==> src/rtl/vocie_change_rd_ctrl_if.sv <==
// rtl/vocie_change_rd_ctrl_if.sv - FIFO read port and PCM output bundle for the voice-change read controller
interface vocie_change_rd_ctrl_if #(
  parameter int c_DEPTH_WIDTH = 10,
  parameter int c_DATA_WIDTH  = 32
);
  logic                      fifo_rd_en;
  logic [c_DATA_WIDTH-1:0]   fifo_rd_data;
  logic                      fifo_rd_empty;
  logic [c_DEPTH_WIDTH:0]    fifo_rd_water_level;
  logic [c_DATA_WIDTH/2-1:0] pcm_left;
  logic [c_DATA_WIDTH/2-1:0] pcm_right;
  logic                      pcm_valid;

  modport master (
    output fifo_rd_en,
    input  fifo_rd_data,
    input  fifo_rd_empty,
    input  fifo_rd_water_level,
    output pcm_left,
    output pcm_right,
    output pcm_valid
  );

  modport slave (
    input  fifo_rd_en,
    output fifo_rd_data,
    output fifo_rd_empty,
    output fifo_rd_water_level,
    input  pcm_left,
    input  pcm_right,
    input  pcm_valid
  );
endinterface

==> src/rtl/vocie_change_rd_ctrl.sv <==
// rtl/vocie_change_rd_ctrl.sv - voice-change FIFO read controller: pre-fill, per-tick pop, stereo unpack
// Silence is substituted on underrun and the controller falls back to pre-fill.
module vocie_change_rd_ctrl #(
  parameter int c_DEPTH_WIDTH = 10,
  parameter int c_DATA_WIDTH  = 32,
  parameter int c_START_LEVEL = 256,
  parameter int c_CNT_WIDTH   = 16
) (
  input  logic                   rd_clk,
  input  logic                   rd_rst,
  input  logic                   enable,
  input  logic                   sample_tick,
  vocie_change_rd_ctrl_if.master bus,
  output logic                   playing,
  output logic                   underrun,
  output logic [c_CNT_WIDTH-1:0] underrun_cnt
);
  localparam int HALF = c_DATA_WIDTH / 2;
  localparam logic [c_DEPTH_WIDTH:0] START_LEVEL = (c_DEPTH_WIDTH + 1)'(c_START_LEVEL);

  typedef enum logic [1:0] {IDLE, PREFILL, PLAY} state_t;

  state_t state;
  logic   busy;
  logic   capture;
  logic   discard;
  logic   tick_ok;
  logic   level_ok;

  assign tick_ok  = sample_tick && !busy;
  assign level_ok = bus.fifo_rd_water_level >= START_LEVEL;

  always_ff @(posedge rd_clk or posedge rd_rst) begin
    if (rd_rst) begin
      state          <= IDLE;
      busy           <= 1'b0;
      capture        <= 1'b0;
      discard        <= 1'b0;
      bus.fifo_rd_en <= 1'b0;
      bus.pcm_left   <= '0;
      bus.pcm_right  <= '0;
      bus.pcm_valid  <= 1'b0;
      playing        <= 1'b0;
      underrun       <= 1'b0;
      underrun_cnt   <= '0;
    end else begin
      bus.fifo_rd_en <= 1'b0;
      bus.pcm_valid  <= 1'b0;
      underrun       <= 1'b0;
      // FIFO has no output register: data is on the bus the cycle after the pop
      capture        <= bus.fifo_rd_en;

      if (capture) begin
        busy    <= 1'b0;
        discard <= 1'b0;
        if (!discard && enable) begin
          bus.pcm_valid <= 1'b1;
          bus.pcm_left  <= bus.fifo_rd_data[c_DATA_WIDTH-1:HALF];
          bus.pcm_right <= bus.fifo_rd_data[HALF-1:0];
        end
      end else if (busy && !enable) begin
        discard <= 1'b1;
      end

      if (!enable) begin
        state   <= IDLE;
        playing <= 1'b0;
      end else begin
        case (state)
          IDLE: begin
            state <= PREFILL;
          end
          PREFILL: begin
            if (tick_ok) begin
              bus.pcm_valid <= 1'b1;
              bus.pcm_left  <= '0;
              bus.pcm_right <= '0;
            end
            if (level_ok) begin
              state   <= PLAY;
              playing <= 1'b1;
            end
          end
          PLAY: begin
            if (tick_ok) begin
              if (bus.fifo_rd_empty) begin
                bus.pcm_valid <= 1'b1;
                bus.pcm_left  <= '0;
                bus.pcm_right <= '0;
                underrun      <= 1'b1;
                if (underrun_cnt != '1) underrun_cnt <= underrun_cnt + c_CNT_WIDTH'(1);
                state   <= PREFILL;
                playing <= 1'b0;
              end else begin
                bus.fifo_rd_en <= 1'b1;
                busy           <= 1'b1;
              end
            end
          end
          default: begin
            state   <= IDLE;
            playing <= 1'b0;
          end
        endcase
      end
    end
  end
endmodule

==> src/flat_wrapper.sv <==
// flat-port wrapper written by rule: the top's interface ports become plain ports
module vocie_change_rd_ctrl_flat 
#(
  parameter int c_DEPTH_WIDTH = 10,
  parameter int c_DATA_WIDTH  = 32,
  parameter int c_START_LEVEL = 256,
  parameter int c_CNT_WIDTH   = 16
)
  (rd_clk, rd_rst, enable, sample_tick, playing, underrun, underrun_cnt, bus_fifo_rd_en, bus_fifo_rd_data, bus_fifo_rd_empty, bus_fifo_rd_water_level, bus_pcm_left, bus_pcm_right, bus_pcm_valid);
  vocie_change_rd_ctrl_if #(.c_DEPTH_WIDTH(c_DEPTH_WIDTH), .c_DATA_WIDTH(c_DATA_WIDTH)) bus_i ();
  input  logic rd_clk;
  input  logic rd_rst;
  input  logic enable;
  input  logic sample_tick;
  output logic playing;
  output logic underrun;
  output logic [c_CNT_WIDTH-1:0] underrun_cnt;
  output wire logic [$bits(bus_i.fifo_rd_en)-1:0] bus_fifo_rd_en;
  input wire logic [$bits(bus_i.fifo_rd_data)-1:0] bus_fifo_rd_data;
  input wire logic [$bits(bus_i.fifo_rd_empty)-1:0] bus_fifo_rd_empty;
  input wire logic [$bits(bus_i.fifo_rd_water_level)-1:0] bus_fifo_rd_water_level;
  output wire logic [$bits(bus_i.pcm_left)-1:0] bus_pcm_left;
  output wire logic [$bits(bus_i.pcm_right)-1:0] bus_pcm_right;
  output wire logic [$bits(bus_i.pcm_valid)-1:0] bus_pcm_valid;
  assign bus_fifo_rd_en = bus_i.fifo_rd_en;
  assign bus_i.fifo_rd_data = bus_fifo_rd_data;
  assign bus_i.fifo_rd_empty = bus_fifo_rd_empty;
  assign bus_i.fifo_rd_water_level = bus_fifo_rd_water_level;
  assign bus_pcm_left = bus_i.pcm_left;
  assign bus_pcm_right = bus_i.pcm_right;
  assign bus_pcm_valid = bus_i.pcm_valid;
  vocie_change_rd_ctrl #(.c_DEPTH_WIDTH(c_DEPTH_WIDTH), .c_DATA_WIDTH(c_DATA_WIDTH), .c_START_LEVEL(c_START_LEVEL), .c_CNT_WIDTH(c_CNT_WIDTH)) u_core (.rd_clk(rd_clk), .rd_rst(rd_rst), .enable(enable), .sample_tick(sample_tick), .bus(bus_i), .playing(playing), .underrun(underrun), .underrun_cnt(underrun_cnt));
endmodule
==> config.mk <==
export PLATFORM = sky130hd
export DESIGN_NAME = vocie_change_rd_ctrl_flat
export DESIGN_NICKNAME = d
export VERILOG_FILES = /design/src/rtl/vocie_change_rd_ctrl_if.sv /design/src/rtl/vocie_change_rd_ctrl.sv /design/src/flat_wrapper.sv
export SDC_FILE = /design/constraint.sdc
export NUM_CORES = 1
export LEC_CHECK = 0
export ABC_AREA = 1
export BUFFER_PORTS_ARGS = -buffer_cell sky130_fd_sc_hd__buf_2
export CAP_MARGIN = 10
export CORE_AREA = 2 2 76 78
export DETAILED_ROUTE_END_ITERATION = 8
export DIE_AREA = 0 0 78 80
export PLACE_DENSITY = 0.92
export SKIP_CTS_REPAIR_TIMING = 1
export SLEW_MARGIN = 25
export SYNTH_ARGS = -nofsm -noshare
export SYNTH_HDL_FRONTEND = slang
export SYNTH_SLANG_ARGS = --single-unit
export TNS_END_PERCENT = 100
==> constraint.sdc <==
create_clock -name rd_clk -period 2.7 [get_ports rd_clk]
set_input_delay 0.135 -clock rd_clk [delete_from_list [all_inputs] [get_ports rd_clk]]
set_output_delay 0.135 -clock rd_clk [all_outputs]
set_load 0.1 [all_outputs]
# Yosys cells after proc, flatten, opt, wreduce, memory -nomap -nowiden
# Index checks and enable logic that the tools add are counted.
[word_totals] input_bits=48 reg_bits=57 latchBits=0 elab_cells=77 mem_bits_rw=0 rom_bits=0 mem_count=0
[op_classes] bitwise=0 n_addsub=1 mux=46 n_div=0 eq_ne=7 n_reduce_logical=11 multipliers=0 shift=0 magnitude_cmp=1
[op_table] op="$mux W16" count=12
[op_table] op="$pmux W16 S2" count=2
[op_table] op="$mux W1" count=25
[op_table] op="$add A16 B1 Y16 const B" count=1
[op_table] op="$ne A16 B16 Y1 const B" count=1
[op_table] op="$ge A11 B9 Y1 const B" count=1
[op_table] op="$mux W2" count=4
[op_table] op="$ne A3 B2 Y1 const B" count=2
[op_table] op="$pmux W2 S3" count=1
[op_table] op="$reduce_and A5 Y1" count=1
[op_table] op="$reduce_and A4 Y1" count=1
[op_table] op="$logic_and A1 B1 Y1" count=3
[op_table] op="$logic_not A1 Y1" count=3
[op_table] op="$ne A3 B3 Y1 const B" count=1
[op_table] op="$pmux W1 S3" count=1
[op_table] op="$reduce_and A3 Y1" count=1
[op_table] op="$eq A2 B1 Y1 const B" count=1
[op_table] op="$eq A2 B2 Y1 const B" count=1
[op_table] op="$logic_not A2 Y1" count=1
[op_table] op="$ne A2 B2 Y1 const B" count=1
[op_table] op="$pmux W1 S2" count=1
[op_table] op="$reduce_bool A2 Y1" count=1

# Logic depth before layout (Yosys ltp)
# Gate-level depths: netlist of run 1.
[depth] word_depth=8 ltp_mapped=10

# Worst setup path after synthesis of run 1
# Ideal clock, no wire load.
[synth_path] path_kind="register -> register" start="register u_core.underrun_cnt[0]" end="register u_core.underrun_cnt[2]" required_time_ps=2632 setup_ps=68 arrival_ps=2114 path_stages_with_launch=9 period_less_slack_ps=2182 path_slack_ps=518 cell_sequence="dfrtp_1 > ha_1 > nand3_2 > inv_2 > nand3_4 > o21ai_4 > buf_6 > nand2_1 > nand2_1"
[synth_via] elab_chain_len=2 elab_cells_between_ends=3
[synth_lines] item="from (decl)" line="vocie_change_rd_ctrl.sv:16" source="output logic [c_CNT_WIDTH-1:0] underrun_cnt"
[synth_lines] item="from (signal assigned)" line="vocie_change_rd_ctrl.sv:91" source="if (underrun_cnt != '1) underrun_cnt <= underrun_cnt + c_CNT_WIDTH'(1);"
[synth_lines] item="branches (longest 2 deep; another with $add A16 B1 Y16)"
# Parallel ways; which one is timed is not known.
# A chain may end at the register's enable or synchronous reset.

# Worst setup path after layout of run 1
[layout_path] start="register u_core.underrun_cnt[0]" end="register u_core.underrun_cnt[7]"
# Same word-level chain as after synthesis.

==> impl_results.html, run 1 <==
<table>
<tr><th>Metric</th><th>Value</th></tr>
<tr><th colspan="2">Floorplanning</th></tr>
<tr><td>I/O Pins</td><td>100</td></tr>
<tr><td>Chip width</td><td>78 um</td></tr>
<tr><td>Cell row count</td><td>27</td></tr>
<tr><td>CORE AREA</td><td>5410 sq um</td></tr>
<tr><td>Area of the die</td><td>6240 sq um</td></tr>
<tr><td>Vertical extent of the die</td><td>80 um</td></tr>
<tr><td>Starting density of the core</td><td>51.1%</td></tr>
<tr><th colspan="2">Placed design</th></tr>
<tr><td>Final weighted congestion in routability-driven placement</td><td>0.835</td></tr>
<tr><td>Worst-case setup slack after placement</td><td>1.03 ns</td></tr>
<tr><td>Detail Placement HPWL</td><td>4420 um</td></tr>
<tr><td>Number of placed instances, taps included</td><td>497</td></tr>
<tr><td>Total of buffers placed on input and output ports</td><td>91</td></tr>
<tr><th colspan="2">GRT</th></tr>
<tr><td>Largest net degree at the start of global routing</td><td>35</td></tr>
<tr><td>Wire length of the first global-routing pass</td><td>10,000 um</td></tr>
<tr><td>GRT Util Overall</td><td>20.4%</td></tr>
<tr><td>Vias in the first global route</td><td>2,306</td></tr>
<tr><td>Remaining Overflow, GRT</td><td>0</td></tr>
<tr><td>Antenna violations before repair</td><td>0</td></tr>
<tr><th colspan="2">Layout</th></tr>
<tr><td>Commonest non-fill, non-tap cells in the layout</td><td>151 x sky130_fd_sc_hd__nand2_1, 91 x sky130_fd_sc_hd__buf_2, 57 x sky130_fd_sc_hd__dfrtp_1</td></tr>
<tr><td>Fillers</td><td>470</td></tr>
<tr><td>Non-filler instance count after layout</td><td>513</td></tr>
<tr><td>Fraction of layout instances using a drive strength above 1</td><td>29.0%</td></tr>
<tr><td>Area growth, synth to finish</td><td>25.7%</td></tr>
<tr><td>Most common cell after layout, fill and taps aside</td><td>sky130_fd_sc_hd__nand2_1</td></tr>
<tr><td>Number of nets in the finished design</td><td>490</td></tr>
<tr><td>Number of diodes</td><td>0</td></tr>
<tr><th colspan="2">Clock tree</th></tr>
<tr><td>CTS tree</td><td>yes</td></tr>
<tr><td>Reg clk slew, reported paths</td><td>0.06 ns</td></tr>
<tr><td>Clock buffer count from CTS</td><td>9</td></tr>
<tr><td>Clk Latency, worst-skew pair</td><td>0.33 ns</td></tr>
<tr><td>Number of sinks driven by the clock tree</td><td>57</td></tr>
<tr><td>Number of H-tree levels</td><td>3</td></tr>
<tr><td>Number of buffers on the longest clock path</td><td>2</td></tr>
<tr><td>Root buffer cell</td><td>sky130_fd_sc_hd__clkbuf_8</td></tr>
<tr><th colspan="2">Detailed routing</th></tr>
<tr><td>Drt initial violations</td><td>115</td></tr>
<tr><td>Routed wirelength normalized by instance count</td><td>12.0 um</td></tr>
<tr><td>Iteration count of the initial detailed-routing pass</td><td>4</td></tr>
<tr><td>Overall via count from detail_route</td><td>2,546</td></tr>
<tr><td>Total detailed-routing wirelength</td><td>6160 um</td></tr>
<tr><td>Post-route ant nets</td><td>0</td></tr>
<tr><td>Via/cell ratio</td><td>4.96</td></tr>
<tr><td>Number of remaining DRC errors</td><td>0</td></tr>
<tr><th colspan="2">Logic synthesis</th></tr>
<tr><td>Post-Syn Instances</td><td>342</td></tr>
<tr><td>Number of library cell types mapped by synthesis</td><td>26</td></tr>
<tr><td>Count of warnings emitted by yosys</td><td>0</td></tr>
<tr><td>Number of flip-flops and latches in the synthesized netlist</td><td>57</td></tr>
<tr><td>Top area cells in the synthesized netlist</td><td>sky130_fd_sc_hd__dfrtp_1 52%, sky130_fd_sc_hd__nand2_1 21%, sky130_fd_sc_hd__a21oi_1 6.2%</td></tr>
<tr><td>Synthesized net count</td><td>395</td></tr>
<tr><td>Post-synth design cell area</td><td>2760 sq um</td></tr>
<tr><td>Share of the synthesized area in the top cell type</td><td>51.6%</td></tr>
<tr><td>Mean post-synth cell area</td><td>8.08 sq um</td></tr>
<tr><td>Sequential fraction of the synthesis area</td><td>51.6%</td></tr>
<tr><td>Library cell occupying the most area in the post-synthesis netlist</td><td>sky130_fd_sc_hd__dfrtp_1</td></tr>
<tr><th colspan="2">Pwr</th></tr>
<tr><td>Total leakage power</td><td>1.87 nW</td></tr>
<tr><td>Final Power</td><td>1.99 mW</td></tr>
<tr><td>Power Density</td><td>572 nW/um^2</td></tr>
<tr><td>Peak supply drop</td><td>0.275 mV</td></tr>
<tr><th colspan="2">Setup path</th></tr>
<tr><td>Reg-to-reg endpoint</td><td>u_core.underrun_cnt[7]</td></tr>
<tr><td>Data arrival time of the worst path</td><td>1.95 ns</td></tr>
<tr><td>Startpoint type of the worst setup path</td><td>flip-flop</td></tr>
<tr><td>Startpoint of the worst-slack reg-to-reg timing path</td><td>u_core.underrun_cnt[0]</td></tr>
<tr><td>Critical Path Fanout Max</td><td>16</td></tr>
<tr><td>Count of cells along the worst register-to-register path</td><td>7</td></tr>
<tr><td>CP endpoint kind</td><td>flip-flop</td></tr>
<tr><td>Critical path type</td><td>reg -&gt; reg</td></tr>
<tr><td>Required time of the critical path</td><td>2.97 ns</td></tr>
<tr><td>FF-to-FF setup slack</td><td>1.02 ns</td></tr>
<tr><th colspan="2">Timing</th></tr>
<tr><td>Final worst setup slack</td><td>1.02 ns</td></tr>
<tr><td>RSZ-0062 raised after global routing</td><td>no</td></tr>
<tr><td>Clock tree skew after final layout</td><td>0.00919 ns</td></tr>
<tr><td>Number of setup violations in the final report</td><td>0</td></tr>
<tr><td>Period Utilization, post-route</td><td>62.4%</td></tr>
<tr><td>Setup TNS after final layout</td><td>0 ns</td></tr>
<tr><td>Number of hold violations in the final report</td><td>0</td></tr>
<tr><td>Maximum operating frequency</td><td>0.594 GHz</td></tr>
<tr><td>Final Slew Violations</td><td>0</td></tr>
<tr><td>Worst slew slack as a fraction of its limit</td><td>64.1%</td></tr>
<tr><td>Final period demand of the worst path</td><td>1.68 ns</td></tr>
<tr><td>Slew at the pin closest to its max-slew limit</td><td>0.537 ns</td></tr>
<tr><th colspan="2">Min path</th></tr>
<tr><td>Hold wc startpoint</td><td>bus_fifo_rd_data[5]</td></tr>
<tr><td>Class of the tightest hold or removal check</td><td>in -&gt; reg</td></tr>
<tr><td>Worst Hold End</td><td>u_core.bus.pcm_right[5]</td></tr>
<tr><td>Hold Path Cell Cnt</td><td>3</td></tr>
<tr><th colspan="2">Status</th></tr>
<tr><td>Outcome</td><td>finished clean</td></tr>
<tr><th colspan="2">Flow run</th></tr>
<tr><td>Max-cap violations</td><td>0</td></tr>
</table>
[registers in the layout, summed over array words and instances (netlist names)]
register and flops:
u_core.bus.fifo_rd_en 1, u_core.bus.pcm_left 16, u_core.bus.pcm_right 16, u_core.bus.pcm_valid 1, u_core.busy 1, u_core.capture 1, u_core.discard 1, u_core.playing 1
u_core.state 2, u_core.underrun 1, u_core.underrun_cnt 16
[Yosys cell counts (all sizes together)]
master    n
nand2   152
dfrtp    57
a21oi    34
nor2     25
inv      21
nand3    11
buf       9
nand4     7
o21ai     7
ha        5
xnor2     4
clkbuf    3
xor2      3
or2       2
nand3b    1
o22ai     1
[cell type report]
cell class	count	area, sq um	area share (%)
clock buffers	10	138	3.96
clock inverters	5	56.3	1.62
inverters	21	78.8	2.27
multi-input cells	252	1190	34.2
flip-flops and latches	57	1430	41.1
well taps	72	90.1	2.59
repair buffers	96	495	14.3
[critical path, cell delays in order (launching register included)]
cell	delay, ns
sky130_fd_sc_hd__dfrtp_1	0.45
sky130_fd_sc_hd__ha_1	0.24
sky130_fd_sc_hd__nand3_2	0.13
sky130_fd_sc_hd__inv_2	0.13
sky130_fd_sc_hd__nand3_4	0.09
sky130_fd_sc_hd__o21ai_4	0.38
sky130_fd_sc_hd__nand2_1	0.12
sky130_fd_sc_hd__nand2_1	0.09
[routing by layer]
layer	up-vias	track usage, %	wire length, um
met5	-	0	0
li1	1272	-	-
met2	87	36.4	3030
met1	1178	24.0	2670
met4	0	5.26	50
met3	9	6.45	408
[per-stage QoR]
step	area, sq um	util [%]	hold slack [ns]
CTS	3460	64.1	-0.329
floorplan	2760	-	0.277
global route	3470	64.3	0.0396
finish	3470	64.3	0.0536
global placement	3270	60.5	0.0312
detailed placement	3270	60.5	0.0337
[worst max-delay path by stage]
| stage | end | from |
|---|---|---|
| 2_1_floorplan | u_core.underrun_cnt[2] | u_core.underrun_cnt[0] |
| 3_3_place_gp | u_core.underrun_cnt[15] | u_core.underrun_cnt[0] |
| 3_5_place_dp | u_core.underrun_cnt[8] | u_core.underrun_cnt[0] |
| 4_1_cts | u_core.underrun_cnt[5] | u_core.underrun_cnt[0] |
| 5_1_grt | u_core.underrun_cnt[4] | u_core.underrun_cnt[0] |
| 6_report | u_core.underrun_cnt[7] | u_core.underrun_cnt[0] |
[logic make-up after synthesis]
family	count (synthesis)	share of synthesized area, %
DFF	57	51.6
xor gates and xnor gates	7	2.22
and+or+nand+nor	198	30.5
AOI/OAI and AO/OA	42	8.06
adders and majority gates	5	2.26
buffers and inverters	33	5.34
[where the power goes]
| group | switching [mW] | internal [mW] |
|---|---|---|
| clock network | 0.315 | 0.443 |
| registers | 0.0138 | 0.878 |
| logic | 0.249 | 0.0873 |
Note: power is estimated with default switching activity, not from simulation.
==> run 2, diff against run 1 <==
--- a/config.mk
+++ b/config.mk
@@ -5,13 +5,13 @@
 export SDC_FILE = /design/constraint.sdc
 export NUM_CORES = 1
 export LEC_CHECK = 0
-export ABC_AREA = 1
+export ABC_AREA = 0
 export BUFFER_PORTS_ARGS = -buffer_cell sky130_fd_sc_hd__buf_2
 export CAP_MARGIN = 10
-export CORE_AREA = 2 2 76 78
+export CORE_AREA = 2 2 80 82
 export DETAILED_ROUTE_END_ITERATION = 8
-export DIE_AREA = 0 0 78 80
-export PLACE_DENSITY = 0.92
+export DIE_AREA = 0 0 82 84
+export PLACE_DENSITY = 0.83
 export SKIP_CTS_REPAIR_TIMING = 1
 export SLEW_MARGIN = 25
 export SYNTH_ARGS = -nofsm -noshare
==> constraint.sdc (replaced) <==
create_clock -name rd_clk -period 1.47 [get_ports rd_clk]
set_input_delay 0.0735 -clock rd_clk [delete_from_list [all_inputs] [get_ports rd_clk]]
set_output_delay 0.0735 -clock rd_clk [all_outputs]
set_load 0.1 [all_outputs]
==> impl_results.html, run 2 <==
<table>
<tr><th>Metric</th><th>Value</th></tr>
<tr><th colspan="2">Logic synthesis</th></tr>
<tr><td>Post-synth design cell area</td><td>2520 sq um (-8.7%)</td></tr>
<tr><td>Post-synthesis simple-gate area fraction</td><td>22.2% (-8.3 points)</td></tr>
<tr><td>Largest family of logic cells by synthesized area</td><td>simple AND/OR/NAND/NOR gates</td></tr>
<tr><td>Count of warnings emitted by yosys</td><td>0 (unchanged)</td></tr>
<tr><td>Top area cells in the synthesized netlist</td><td>sky130_fd_sc_hd__dfrtp_1 57%, sky130_fd_sc_hd__nand2_1 10%, sky130_fd_sc_hd__a21oi_1 6.9%</td></tr>
<tr><td>Proportion of synthesized area in mux cells</td><td>1.39% (+1.4 points)</td></tr>
<tr><td>Compound-gate portion of the synthesized area</td><td>8.83% (+0.77 points)</td></tr>
<tr><td>Leading cell type by number of instances after synthesis</td><td>sky130_fd_sc_hd__nand2_1</td></tr>
<tr><td>Number of enable flip-flop cells after synthesis</td><td>0 (unchanged)</td></tr>
<tr><td>Library cell occupying the most area in the post-synthesis netlist</td><td>sky130_fd_sc_hd__dfrtp_1</td></tr>
<tr><td>Post-synthesis async set-or-reset flop share</td><td>100% (unchanged)</td></tr>
<tr><td>Post-synthesis share of cell area spent on xor and xnor gates</td><td>5.21% (+3.0 points)</td></tr>
<tr><td>Adder-cell area share of the yosys netlist</td><td>2.48% (+0.22 points)</td></tr>
<tr><td>Post-Syn Instances</td><td>254 (-26%)</td></tr>
<tr><td>Synthesized net count</td><td>307 (-22%)</td></tr>
<tr><td>Sequential fraction of the synthesis area</td><td>56.5% (+4.9 points)</td></tr>
<tr><td>Mean post-synth cell area</td><td>9.93 sq um (+23%)</td></tr>
<tr><td>Most instantiated flip-flop cell in the synthesis netlist</td><td>sky130_fd_sc_hd__dfrtp_1</td></tr>
<tr><td>Share of the synthesized area in the top cell type</td><td>56.5% (+4.9 points)</td></tr>
<tr><td>Number of library cell types mapped by synthesis</td><td>35 (+35%)</td></tr>
<tr><td>Number of flip-flops and latches in the synthesized netlist</td><td>57 (unchanged)</td></tr>
<tr><td>Most instantiated cells after synthesis</td><td>70 x sky130_fd_sc_hd__nand2_1, 57 x sky130_fd_sc_hd__dfrtp_1, 35 x sky130_fd_sc_hd__a21oi_1</td></tr>
<tr><th colspan="2">Clock tree</th></tr>
<tr><td>Number of H-tree levels</td><td>3 (unchanged)</td></tr>
<tr><td>CTS tree</td><td>yes</td></tr>
<tr><td>Reg clk slew, reported paths</td><td>0.07 ns (about the same)</td></tr>
<tr><td>Root buffer cell</td><td>sky130_fd_sc_hd__clkbuf_8</td></tr>
<tr><td>Clk Latency, worst-skew pair</td><td>0.33 ns (about the same)</td></tr>
<tr><td>Number of buffers on the longest clock path</td><td>2 (unchanged)</td></tr>
<tr><td>Number of sinks driven by the clock tree</td><td>57 (unchanged)</td></tr>
<tr><td>Clock buffer count from CTS</td><td>9 (unchanged)</td></tr>
<tr><th colspan="2">Timing</th></tr>
<tr><td>Final period demand of the worst path</td><td>1.72 ns (+0.0356 ns)</td></tr>
<tr><td>Final Slew Violations</td><td>0 (unchanged)</td></tr>
<tr><td>Slew at the pin closest to its max-slew limit</td><td>0.511 ns (-0.0269 ns)</td></tr>
<tr><td>Clock tree skew after final layout</td><td>0.00804 ns (-0.00115 ns)</td></tr>
<tr><td>Number of hold violations in the final report</td><td>2 (+2)</td></tr>
<tr><td>Hold slack</td><td>-0.0235 ns (-0.0772 ns)</td></tr>
<tr><td>Worst slew slack as a fraction of its limit</td><td>65.9% (+1.8 points)</td></tr>
<tr><td>Maximum operating frequency</td><td>0.582 GHz (-2.1%)</td></tr>
<tr><td>Number of setup violations in the final report</td><td>48 (+48)</td></tr>
<tr><td>Final worst setup slack</td><td>-0.249 ns (-1.27 ns)</td></tr>
<tr><td>RSZ-0062 raised after global routing</td><td>yes</td></tr>
<tr><td>Period Utilization, post-route</td><td>117% (+55 points)</td></tr>
<tr><th colspan="2">Setup path</th></tr>
<tr><td>Required time of the critical path</td><td>1.71 ns (-1.26 ns)</td></tr>
<tr><td>CP endpoint kind</td><td>flip-flop</td></tr>
<tr><td>Longest individual stage delay on the worst path</td><td>0.39 ns (-0.06 ns)</td></tr>
<tr><td>Data arrival time of the worst path</td><td>1.96 ns (about the same)</td></tr>
<tr><td>Sequence of cells on the critical path</td><td>inv_2, ha_4, nand2_2, or2_4, buf_12, nor4_1, xor2_1</td></tr>
<tr><td>Critical path type</td><td>reg -&gt; reg</td></tr>
<tr><td>Critical Path Fanout Max</td><td>8 (-8)</td></tr>
<tr><td>Startpoint type of the worst setup path</td><td>flip-flop</td></tr>
<tr><td>Standard cell with the maximum stage delay on the critical path</td><td>sky130_fd_sc_hd__dfrtp_1</td></tr>
<tr><th colspan="2">Floorplanning</th></tr>
<tr><td>CORE AREA</td><td>6100 sq um (+13%)</td></tr>
<tr><td>Vertical extent of the die</td><td>84 um (+5.0%)</td></tr>
<tr><td>I/O Pins</td><td>100 (unchanged)</td></tr>
<tr><td>Chip width</td><td>82 um (+5.1%)</td></tr>
<tr><td>Cell row count</td><td>29 (+7.4%)</td></tr>
<tr><td>Area of the die</td><td>6890 sq um (+10%)</td></tr>
<tr><td>Starting density of the core</td><td>41.4% (-9.8 points)</td></tr>
<tr><th colspan="2">GRT</th></tr>
<tr><td>Remaining Overflow, GRT</td><td>0 (unchanged)</td></tr>
<tr><td>GR Util met3</td><td>5.09% (-1.4 points)</td></tr>
<tr><td>Vias in the first global route</td><td>2,177 (-5.6%)</td></tr>
<tr><td>GR Layer Usage met1</td><td>23.2% (-0.78 points)</td></tr>
<tr><td>Antenna violations before repair</td><td>0 (unchanged)</td></tr>
<tr><td>GRT Util Overall</td><td>18.9% (-1.5 points)</td></tr>
<tr><td>Met2 Usage GRT</td><td>31.5% (-4.9 points)</td></tr>
<tr><td>Wire length of the first global-routing pass</td><td>10,100 um (+0.28%)</td></tr>
<tr><td>Largest net degree at the start of global routing</td><td>39 (+11%)</td></tr>
<tr><td>Most used routing layer</td><td>met2</td></tr>
<tr><th colspan="2">Detailed routing</th></tr>
<tr><td>Total detailed-routing wirelength</td><td>7580 um (+23%)</td></tr>
<tr><td>Post-route ant nets</td><td>0 (unchanged)</td></tr>
<tr><td>Routed wirelength normalized by instance count</td><td>15.1 um (+26%)</td></tr>
<tr><td>Overall via count from detail_route</td><td>2,471 (-2.9%)</td></tr>
<tr><td>Via/cell ratio</td><td>4.92 (-0.82%)</td></tr>
<tr><td>Drt initial violations</td><td>119 (+3.5%)</td></tr>
<tr><td>Number of remaining DRC errors</td><td>0 (unchanged)</td></tr>
<tr><td>Iteration count of the initial detailed-routing pass</td><td>4 (unchanged)</td></tr>
<tr><th colspan="2">Placed design</th></tr>
<tr><td>Detail Placement HPWL</td><td>4360 um (-1.5%)</td></tr>
<tr><td>Final weighted congestion in routability-driven placement</td><td>0.850 (+1.8%)</td></tr>
<tr><td>Total of buffers placed on input and output ports</td><td>91 (unchanged)</td></tr>
<tr><td>Standard cell area after detailed placement</td><td>3390 sq um (+3.7%)</td></tr>
<tr><th colspan="2">Layout</th></tr>
<tr><td>Number of nets in the finished design</td><td>473 (-3.5%)</td></tr>
<tr><td>Finished Cell Area</td><td>4230 sq um (+22%)</td></tr>
<tr><td>Commonest non-fill, non-tap cells in the layout</td><td>91 x sky130_fd_sc_hd__buf_2, 69 x sky130_fd_sc_hd__nand2_1, 41 x sky130_fd_sc_hd__dfrtp_1</td></tr>
<tr><td>Fillers</td><td>427 (-9.1%)</td></tr>
<tr><td>Fraction of layout instances using a drive strength above 1</td><td>46.6% (+18 points)</td></tr>
<tr><td>Most common cell after layout, fill and taps aside</td><td>sky130_fd_sc_hd__buf_2</td></tr>
<tr><td>Area growth, synth to finish</td><td>67.6%</td></tr>
<tr><td>Number of diodes</td><td>0 (unchanged)</td></tr>
<tr><td>Registers with the most flip-flops</td><td>u_core.bus.pcm_left: 16 flops, u_core.bus.pcm_right: 16 flops, u_core.underrun_cnt: 16 flops</td></tr>
<tr><th colspan="2">Pwr</th></tr>
<tr><td>Total leakage power</td><td>2.16 nW (+16%)</td></tr>
<tr><td>Power Density</td><td>1280 nW/um^2 (+120%)</td></tr>
<tr><td>Final Power</td><td>5.40 mW (+170%)</td></tr>
<tr><td>Peak supply drop</td><td>0.791 mV (+190%)</td></tr>
<tr><th colspan="2">Status</th></tr>
<tr><td>Outcome</td><td>complete, but fails checks</td></tr>
<tr><td>Violated checks</td><td>hold timing, setup timing</td></tr>
<tr><th colspan="2">Min path</th></tr>
<tr><td>Class of the tightest hold or removal check</td><td>in -&gt; reg</td></tr>
<tr><th colspan="2">Flow run</th></tr>
<tr><td>Max-cap violations</td><td>0 (unchanged)</td></tr>
</table>
==> run 2: critical path, delay by kind of cell, from the launching register on <==
family / cells / cell delay, ns
fa+ha+maj: 1 / 0.13
xor+xnor: 1 / 0.20
buf+inv: 2 / 0.23
flops: 1 / 0.39
simple gates: 3 / 0.68
==> run 2: stage by stage <==
stage / utilization (%) / setup TNS, ns / instances / setup slack [ns]
finish: 69.4 / -8.09 / 502 / -0.249
detailed placement: 55.7 / -5.98 / 446 / -0.234
global placement: 55.7 / -4.24 / 446 / -0.155
CTS: 59.4 / -6.88 / 462 / -0.229
global route: 69.4 / -11.21 / 502 / -0.319
floorplan: - / -4.42 / 254 / -0.412
==> run 2: area by class of cell <==
type / instances / area (sq um) / share of cell area (%)
clock buffers: 15 / 196 / 4.65
clock inverters: 1 / 30.0 / 0.710
inverters: 6 / 26.3 / 0.621
multi-input cells: 179 / 1200 / 28.4
flip-flops and latches: 57 / 1450 / 34.2
well taps: 77 / 96.3 / 2.28
repair buffers: 167 / 1230 / 29.1
==> run 2: metal layers <==
layer | up-vias | part of all wire (%)
met2 | 73 | 55
met5 | - | 0
met4 | 0 | 1.2
li1 | 1181 | -
met3 | 8 | 3.8
met1 | 1209 | 40
==> run 2: path summary, 6_finish.rpt <==
| kind | cells after the start | slack [ns] | endpoint | start |
|---|---|---|---|---|
| worst max-delay path | 7 | -0.25 | u_core.underrun_cnt[11] | u_core.state[0] |
| worst min-delay path | 3 | -0.02 | u_core.bus.pcm_left[13] | bus_fifo_rd_data[29] |
| worst max register to register | 7 | -0.25 | u_core.underrun_cnt[11] | u_core.state[0] |
| worst min register to register | 0 | 0.38 | u_core.capture | u_core.bus.fifo_rd_en |
| max in group asynchronous | 4 | 0.56 | u_core.underrun_cnt[6] | rd_rst |
| min in group asynchronous | 3 | 0.35 | u_core.underrun | rd_rst |
==> run 2: power by group <==
| part | switching (mW) | internal [mW] | total (mW) |
|---|---|---|---|
| combinational | 1.37 | 0.594 | 1.97 |
| clock | 0.593 | 1.02 | 1.61 |
| sequential | 0.0982 | 1.73 | 1.82 |
| total | 2.07 | 3.34 | 5.40 |
==> run 2: logic make-up after synthesis <==
group / count (synthesis)
simple gates: 114
fa+ha+maj: 5
mux: 3
compound gates: 42
buf+inv: 18
flops: 57
xor+xnor: 15
